$ cat src/rtl/rx_frame_arbiter_if.sv
// Bundle between the per-port RX FIFOs, the frame arbiter and the downstream
// L2 lookup stage, plus the gray-coded monitor counters.
interface rx_frame_arbiter_if #(
  parameter int unsigned NPORTS = 4,
  parameter int unsigned PW     = 2
);
  logic [NPORTS-1:0]   port_en;
  logic [NPORTS-1:0]   fifo_empty;
  logic [8*NPORTS-1:0] fifo_dout;
  logic [NPORTS-1:0]   fifo_EOD_out;
  logic [NPORTS-1:0]   fifo_rden;
  logic [7:0]          out_data;
  logic                out_valid;
  logic                out_last;
  logic [PW-1:0]       out_port;
  logic                out_ready;
  logic [15:0]         frames_fwd_gray;
  logic [15:0]         trunc_count_gray;

  modport master (
    input  port_en, fifo_empty, fifo_dout, fifo_EOD_out, out_ready,
    output fifo_rden, out_data, out_valid, out_last, out_port,
           frames_fwd_gray, trunc_count_gray
  );

  modport slave (
    output port_en, fifo_empty, fifo_dout, fifo_EOD_out, out_ready,
    input  fifo_rden, out_data, out_valid, out_last, out_port,
           frames_fwd_gray, trunc_count_gray
  );
endinterface

$ cat src/rtl/rx_frame_arbiter.sv
// Frame-granular round-robin arbiter: forwards one whole frame per grant from
// one of NPORTS FWFT RX FIFOs, truncates at MAX_FRAME and counts frames in gray.
module rx_frame_arbiter #(
  parameter int unsigned NPORTS    = 4,
  parameter int unsigned PW        = 2,
  parameter int unsigned MAX_FRAME = 1522
) (
  input  logic               REF_CLK,
  input  logic               arst_n,
  rx_frame_arbiter_if.master bus
);
  localparam int unsigned CW = 11;
  localparam int unsigned GW = 16;
  localparam logic [CW-1:0] LAST_CNT = CW'(MAX_FRAME - 1);

  typedef enum logic [1:0] {
    S_IDLE  = 2'd0,
    S_XFER  = 2'd1,
    S_DRAIN = 2'd2
  } state_t;

  state_t        state_q;
  logic [PW-1:0] last_grant_q;
  logic [PW-1:0] out_port_q;
  logic [CW-1:0] byte_cnt_q;
  logic [GW-1:0] frames_q;
  logic [GW-1:0] trunc_q;
  logic [GW-1:0] frames_gray_q;
  logic [GW-1:0] trunc_gray_q;

  logic [NPORTS-1:0]   req;
  logic [NPORTS-1:0]   req_sh;
  logic [NPORTS-1:0]   empty_sh;
  logic [NPORTS-1:0]   eod_sh;
  logic [8*NPORTS-1:0] dout_sh;
  int unsigned         idx;
  logic                req_any;
  logic [PW-1:0]       grant_d;
  logic                head_empty;
  logic                head_eod;
  logic                pop;

  assign req = ~bus.fifo_empty & bus.port_en;

  // Round-robin search starting just after the previous grant, with wrap.
  always_comb begin
    grant_d = last_grant_q;
    req_any = 1'b0;
    idx     = 0;
    req_sh  = '0;
    for (int unsigned k = 1; k <= NPORTS; k++) begin
      idx = 32'(last_grant_q) + k;
      if (idx >= NPORTS) idx = idx - NPORTS;
      req_sh = req >> idx;
      if (!req_any && req_sh[0]) begin
        req_any = 1'b1;
        grant_d = PW'(idx);
      end
    end
  end

  // Head of the granted FIFO; shifts keep the select width-independent of PW.
  assign empty_sh   = bus.fifo_empty >> out_port_q;
  assign eod_sh     = bus.fifo_EOD_out >> out_port_q;
  assign dout_sh    = bus.fifo_dout >> {out_port_q, 3'b000};
  assign head_empty = empty_sh[0];
  assign head_eod   = eod_sh[0];

  always_comb begin
    bus.out_valid = 1'b0;
    bus.out_last  = 1'b0;
    bus.fifo_rden = '0;
    pop           = 1'b0;
    case (state_q)
      S_XFER: begin
        bus.out_valid = ~head_empty;
        bus.out_last  = head_eod | (byte_cnt_q == LAST_CNT);
        pop           = ~head_empty & bus.out_ready;
      end
      S_DRAIN: pop = ~head_empty;
      default: pop = 1'b0;
    endcase
    if (pop) bus.fifo_rden = NPORTS'(1) << out_port_q;
  end

  assign bus.out_data         = dout_sh[7:0];
  assign bus.out_port         = out_port_q;
  assign bus.frames_fwd_gray  = frames_gray_q;
  assign bus.trunc_count_gray = trunc_gray_q;

  always_ff @(posedge REF_CLK or negedge arst_n) begin
    if (!arst_n) begin
      state_q       <= S_IDLE;
      last_grant_q  <= PW'(NPORTS - 1);
      out_port_q    <= '0;
      byte_cnt_q    <= '0;
      frames_q      <= '0;
      trunc_q       <= '0;
      frames_gray_q <= '0;
      trunc_gray_q  <= '0;
    end else begin
      frames_gray_q <= frames_q ^ (frames_q >> 1);
      trunc_gray_q  <= trunc_q ^ (trunc_q >> 1);
      case (state_q)
        S_IDLE: begin
          if (req_any) begin
            out_port_q   <= grant_d;
            last_grant_q <= grant_d;
            byte_cnt_q   <= '0;
            state_q      <= S_XFER;
          end
        end
        S_XFER: begin
          if (pop) begin
            byte_cnt_q <= byte_cnt_q + CW'(1);
            // EOD wins over truncation when both land on the same byte
            if (head_eod) begin
              frames_q <= frames_q + GW'(1);
              state_q  <= S_IDLE;
            end else if (byte_cnt_q == LAST_CNT) begin
              trunc_q <= trunc_q + GW'(1);
              state_q <= S_DRAIN;
            end
          end
        end
        S_DRAIN: begin
          if (pop && head_eod) state_q <= S_IDLE;
        end
        default: state_q <= S_IDLE;
      endcase
    end
  end
endmodule

$ cat src/flat_wrapper.sv
// flat-port wrapper written by rule: the top's interface ports become plain ports
module rx_frame_arbiter_flat 
#(
  parameter int unsigned NPORTS    = 4,
  parameter int unsigned PW        = 2,
  parameter int unsigned MAX_FRAME = 1522
)
  (REF_CLK, arst_n, bus_port_en, bus_fifo_empty, bus_fifo_dout, bus_fifo_EOD_out, bus_out_ready, bus_fifo_rden, bus_out_data, bus_out_valid, bus_out_last, bus_out_port, bus_frames_fwd_gray, bus_trunc_count_gray);
  rx_frame_arbiter_if #(.NPORTS(NPORTS), .PW(PW)) bus_i ();
  input  logic REF_CLK;
  input  logic arst_n;
  input wire logic [$bits(bus_i.port_en)-1:0] bus_port_en;
  input wire logic [$bits(bus_i.fifo_empty)-1:0] bus_fifo_empty;
  input wire logic [$bits(bus_i.fifo_dout)-1:0] bus_fifo_dout;
  input wire logic [$bits(bus_i.fifo_EOD_out)-1:0] bus_fifo_EOD_out;
  input wire logic [$bits(bus_i.out_ready)-1:0] bus_out_ready;
  output wire logic [$bits(bus_i.fifo_rden)-1:0] bus_fifo_rden;
  output wire logic [$bits(bus_i.out_data)-1:0] bus_out_data;
  output wire logic [$bits(bus_i.out_valid)-1:0] bus_out_valid;
  output wire logic [$bits(bus_i.out_last)-1:0] bus_out_last;
  output wire logic [$bits(bus_i.out_port)-1:0] bus_out_port;
  output wire logic [$bits(bus_i.frames_fwd_gray)-1:0] bus_frames_fwd_gray;
  output wire logic [$bits(bus_i.trunc_count_gray)-1:0] bus_trunc_count_gray;
  assign bus_i.port_en = bus_port_en;
  assign bus_i.fifo_empty = bus_fifo_empty;
  assign bus_i.fifo_dout = bus_fifo_dout;
  assign bus_i.fifo_EOD_out = bus_fifo_EOD_out;
  assign bus_i.out_ready = bus_out_ready;
  assign bus_fifo_rden = bus_i.fifo_rden;
  assign bus_out_data = bus_i.out_data;
  assign bus_out_valid = bus_i.out_valid;
  assign bus_out_last = bus_i.out_last;
  assign bus_out_port = bus_i.out_port;
  assign bus_frames_fwd_gray = bus_i.frames_fwd_gray;
  assign bus_trunc_count_gray = bus_i.trunc_count_gray;
  rx_frame_arbiter #(.NPORTS(NPORTS), .PW(PW), .MAX_FRAME(MAX_FRAME)) u_core (.REF_CLK(REF_CLK), .arst_n(arst_n), .bus(bus_i));
endmodule
$ cat config.mk
export PLATFORM = sky130hd
export DESIGN_NAME = rx_frame_arbiter_flat
export DESIGN_NICKNAME = d
export VERILOG_FILES = /design/src/rtl/rx_frame_arbiter_if.sv /design/src/rtl/rx_frame_arbiter.sv /design/src/flat_wrapper.sv
export SDC_FILE = /design/constraint.sdc
export NUM_CORES = 1
export LEC_CHECK = 0
export ABC_AREA = 1
export CORE_MARGIN = 1.5
export CORE_UTILIZATION = 30
export DETAILED_ROUTE_END_ITERATION = 16
export GPL_TIMING_DRIVEN = 0
export PLACE_DENSITY_LB_ADDON = 0.2
export SLEW_MARGIN = 30
export SYNTH_ARGS = -nofsm -noshare
export SYNTH_HDL_FRONTEND = slang
export SYNTH_SLANG_ARGS = --single-unit
$ cat constraint.sdc
create_clock -name REF_CLK -period 3.4 [get_ports REF_CLK]
set_input_delay 0.51 -clock REF_CLK [delete_from_list [all_inputs] [get_ports REF_CLK]]
set_output_delay 0.51 -clock REF_CLK [all_outputs]
set_load 0.05 [all_outputs]
==> results.md <==
Clock tree:
- TritonCTS built the clock tree.
- The clock transition at the registers of the reported paths is 0.06 ns.
- The clock net in this run drives a total of between 80 and 90 sinks.
- The cts-stage hold buffer count is 0.
- No sink is reached through more buffers than the 2 on the longest clock path.
- At the later pin of the worst-skew pair, clock insertion delay measures around 0.34 ns.
- The number of buffers added by the clock tree synthesis step is 9.
- CTS built an H-tree with a depth of 3.
- The post-CTS repair timing setup buffer count is 0.
- The total of cells resized after clock tree synthesis is 0.
- The clock root buffer is sky130_fd_sc_hd__clkbuf_16.

Synth:
- The synthesized design contains 0 enable-type register cells.
- The top flip-flop cell by instance count after synthesis is sky130_fd_sc_hd__dfrtp_1.
- The part of the Yosys area used for sequential elements is around 45%.
- After technology mapping, the gate count stands at 516.
- When the netlist entered floorplanning its net count stood at roughly 600.
- The average size of a mapped cell is a little under 9 um^2.
- The cell type contributing the most total cell area after synthesis is sky130_fd_sc_hd__dfrtp_1.
- The synthesized design devotes to its leading area cell type around 44% of total area.
- The post-synthesis register bit count is 81.
- The post-synthesis cell type count is 34.
- The netlist area before placement is between 0.004 and 0.005 mm^2.
- Yosys printed 0 warnings.
- Yosys attributes the largest share of cell area to sky130_fd_sc_hd__dfrtp_1 44%, sky130_fd_sc_hd__nand2_1 13%, sky130_fd_sc_hd__ha_1 10%, sky130_fd_sc_hd__nand3_1 5.9%, sky130_fd_sc_hd__nand4_1 3.4%.
- For this run, asynchronously set or reset flops after synthesis account for 100%.

Timing:
- The final number of max-transition violations is 0.
- Setup violations remaining at the end of the flow were counted as 0.
- Static timing analysis puts the maximum clock frequency at 0.320 GHz.
- The minimum clock period after layout is 3.12 ns.
- The tightest hold path in the finished design has a slack of ~0.034 ns.
- The final hold violation count was 0.
- Once routing completed, OpenROAD measured the worst setup slack at ~0.28 ns.
- For the pin with the worst max-slew slack, the measured transition is between 0.5 and 0.6 ns.
- Headroom to the max-slew limit came out at between 60% and 70%.
- Setup repair after global routing left no endpoint under its margin.
- Between clock sinks in the finished design, the worst skew comes to 0.00597 ns.
- Of the available clock period, the critical path in the final layout requires 91.9%.

Route:
- In the routed design, unresolved DRC markers number 0.
- The overall via count from detail_route is 3796.
- The sum of routed wire length over all layers is between 10 and 15 mm.
- The detail-routed net length per standard cell is about 13 um.
- The first routing iteration left 296 violations.
- In this run the remaining antenna-violating nets after routing total 0.
- The count of TritonRoute iterations in the first routing pass is 5.
- The number of vias per cell after detailed routing is between 4 and 5.

Cells and area:
- The finished cells cover between 0.005 and 0.006 mm^2.
- The final net count is ~710.
- Fill cells in the final layout number between 1000 and 1500.
- The final antenna diode count is 0.
- The filler-free cell count of the finished design is approximately 800.
- The synthesis-to-finish area growth is 33.5%.
- The share of cells above drive strength 1 is under 10%.

Critical path:
- The combined buffer and inverter count along the critical path is 3.
- The type of the worst setup path is reg2out.
- The slowest stage of the critical path is the sky130_fd_sc_hd__clkdlybuf4s50_1 cell.
- Across all register-to-register paths, the minimum setup slack is ~1.1 ns.
- Grouping stages by cell kind, the critical path spends the most delay in buffers and inverters.
- The critical path capture point type is an output port.
- At the worst endpoint, the arrival time is around 2.6 ns.
- STA classifies the critical path startpoint as a flip-flop.
- For this run, the slowest stage of the critical path takes 0.84 ns.
- Traced cell by cell, the critical path runs through inv_1, ha_1, buf_4, a21oi_1, nor2_1, nand2_4, nor3_1, clkdlybuf4s50_1.
- At the worst endpoint, the required time is 2.89 ns.
- The critical-path maximum fanout is 8.
- Counting cells, the worst reg-to-reg path comes to 11.
- The cell depth of the worst setup path is 8.

Power:
- For this design the total switching power over the nets is between 1.5 and 2 mW.
- Sequential cells account for 28.9% of the total power.
- The power density over the cells is roughly 630 mW/mm^2.
- Overall power consumption after layout is estimated at approximately 3.8 mW.
- Net switching is 42.2% of the power.
- The internal power summed over all cells is 2.18 mW.
- The combinational share of power is 45.6%.
- The worst-case IR drop observed on VDD is around 0.00026 V.
- The clock network fraction of total power is around a quarter.
- In this run the static leakage power is between 3 and 4 nW.

Floorplanning:
- The I/O pin total is between 90 and 100.
- The floorplan die area is 0.0157 mm^2.
- From left edge to right edge, the die measures 125 um.
- Measured along the y axis, the die boundary spans ~130 um.
- The floorplan row count is 44.
- The area of the placeable core is roughly 0.015 mm^2.
- For this configuration, the core starts out at a cell density of 30.8%.

Placement:
- The last weighted congestion value of the routability-driven placer is around 0.85.
- Summing all placed instances gives a cell area of around 0.0057 mm^2.
- The placed wire-length estimate after detailed placement is slightly above 8 mm.
- Prior to clock tree synthesis, the placed netlist has a worst setup slack of 0.438 ns.
- The placed instance count is ~800.
- Input and output buffers added on the ports amount to 94.

GRT:
- The total congestion overflow after global routing is 0.
- The pin count of the biggest net entering global routing is 55.
- Global routing used 14.6% of the available tracks.
- The wire length of the first global-routing pass is 18.4 mm.
- The number of antenna violations at the first check in global routing is 0.
- The number of global-route vias before repair is between 3000 and 4000.

Outcome:
- The run finished with clean final reports.

Worst hold path:
- The worst hold path belongs to the class in2async.

Job:
- The max capacitance violation total is 0.
## metrics by stage
step	setup TNS, ns	util, %
after detailed placement	0	39.0
after global routing	0	41.1
final	0	41.1
after CTS	0	41.1
after floorplan	0	-
after global placement	-92.54	38.8
## sequential cells by signal, indices dropped and copies added, names as in the netlist
| name | cells |
|---|---|
| u_core.bus.out_port | 2 |
| u_core.bus.trunc_count_gray | 16 |
| u_core.byte_cnt_q | 11 |
| u_core.frames_q | 16 |
| u_core.state_q | 2 |
| u_core.last_grant_q | 2 |
| u_core.bus.frames_fwd_gray | 16 |
| u_core.trunc_q | 16 |
## kinds of logic (layout without fill, tap and decap cells)
kind of cell	count (synthesis)	after routing	synth area share [%]
simple gates	292	292	30.2
buf+inv	57	168	5.65
compound gates	18	18	2.49
flops	81	81	45.4
xor+xnor	32	32	6.26
fa+ha+maj	36	36	10.1
## synth_stat cells, types with 2 or more instances
master and number:
sky130_fd_sc_hd__nand2_1 153, sky130_fd_sc_hd__dfrtp_1 79, sky130_fd_sc_hd__nand3_1 53, sky130_fd_sc_hd__ha_1 36
sky130_fd_sc_hd__inv_1 36, sky130_fd_sc_hd__nor2_1 27, sky130_fd_sc_hd__nand4_1 24, sky130_fd_sc_hd__xnor2_1 17
sky130_fd_sc_hd__xor2_1 15, sky130_fd_sc_hd__nor3_1 13, sky130_fd_sc_hd__a22oi_1 8, sky130_fd_sc_hd__inv_2 6
sky130_fd_sc_hd__buf_4 5, sky130_fd_sc_hd__a21oi_1 4, sky130_fd_sc_hd__buf_2 4, sky130_fd_sc_hd__nand2_2 4
sky130_fd_sc_hd__o21ai_1 4, sky130_fd_sc_hd__nor2_2 3, sky130_fd_sc_hd__buf_1 2, sky130_fd_sc_hd__buf_6 2
sky130_fd_sc_hd__clkbuf_1 2, sky130_fd_sc_hd__dfstp_2 2, sky130_fd_sc_hd__nand3_2 2, sky130_fd_sc_hd__nand4_2 2
sky130_fd_sc_hd__nor2_4 2, sky130_fd_sc_hd__nor3_2 2, sky130_fd_sc_hd__nor3b_1 2
## final timing paths
check | startpoint | to
max reg2reg | u_core.last_grant_q[0] | u_core.state_q[1]
max in group asynchronous | arst_n | u_core.last_grant_q[1]
min in group REF_CLK | u_core.frames_q[15] | u_core.bus.frames_fwd_gray[15]
max | u_core.state_q[1] | bus_fifo_rden[3]
min | arst_n | u_core.byte_cnt_q[8]
min reg2reg | u_core.frames_q[15] | u_core.bus.frames_fwd_gray[15]
## layer usage
metal  GRT usage [%]  vias up  share of wire [%]
met5               0        -                  0
met4            4.01        0                1.6
met3            4.32       10                3.9
li1                -     1910                  -
met1            18.9     1809                 46
met2            23.8       67                 48
## layout by cell type (no fill, tap or decap), drive strengths merged, types with 8 or more instances in the layout
| cell type | netlist | routed |
|---|---|---|
| nand2 | 158 | 158 |
| clkdlybuf4s50 | 0 | 93 |
| dfrtp | 79 | 79 |
| nand3 | 55 | 55 |
| inv | 42 | 42 |
| ha | 36 | 36 |
| nor2 | 32 | 32 |
| nand4 | 26 | 26 |
| xnor2 | 17 | 17 |
| nor3 | 16 | 16 |
| xor2 | 15 | 15 |
| buf | 13 | 15 |
| clkbuf | 2 | 13 |
| a22oi | 8 | 8 |
## power groups by stage
stage / Combinational, mW / Sequential [mW] / Clock, mW
3_3_place_gp: 1.70 / 1.11 / 0
2_1_floorplan: 1.15 / 1.17 / 0
5_1_grt: 1.90 / 1.10 / 1.04
4_1_cts: 1.73 / 1.09 / 1.00
6_report: 1.72 / 1.09 / 0.963
3_5_place_dp: 1.72 / 1.11 / 0
## layout make-up
type                            instances  area (um^2)  area share (%)
Multi-Input combinational cell        378         2190            36.7
Buffer                                 15         95.1            1.59
Clock buffer                           11          243            4.06
Inverter                               42          158            2.64
Sequential cell                        81         2030            34.0
Clock inverter                          5         55.1           0.922
Timing Repair Buffer                   95          970            16.2
Tap cell                              184          230            3.86
Power figures use the tool's default switching activity.
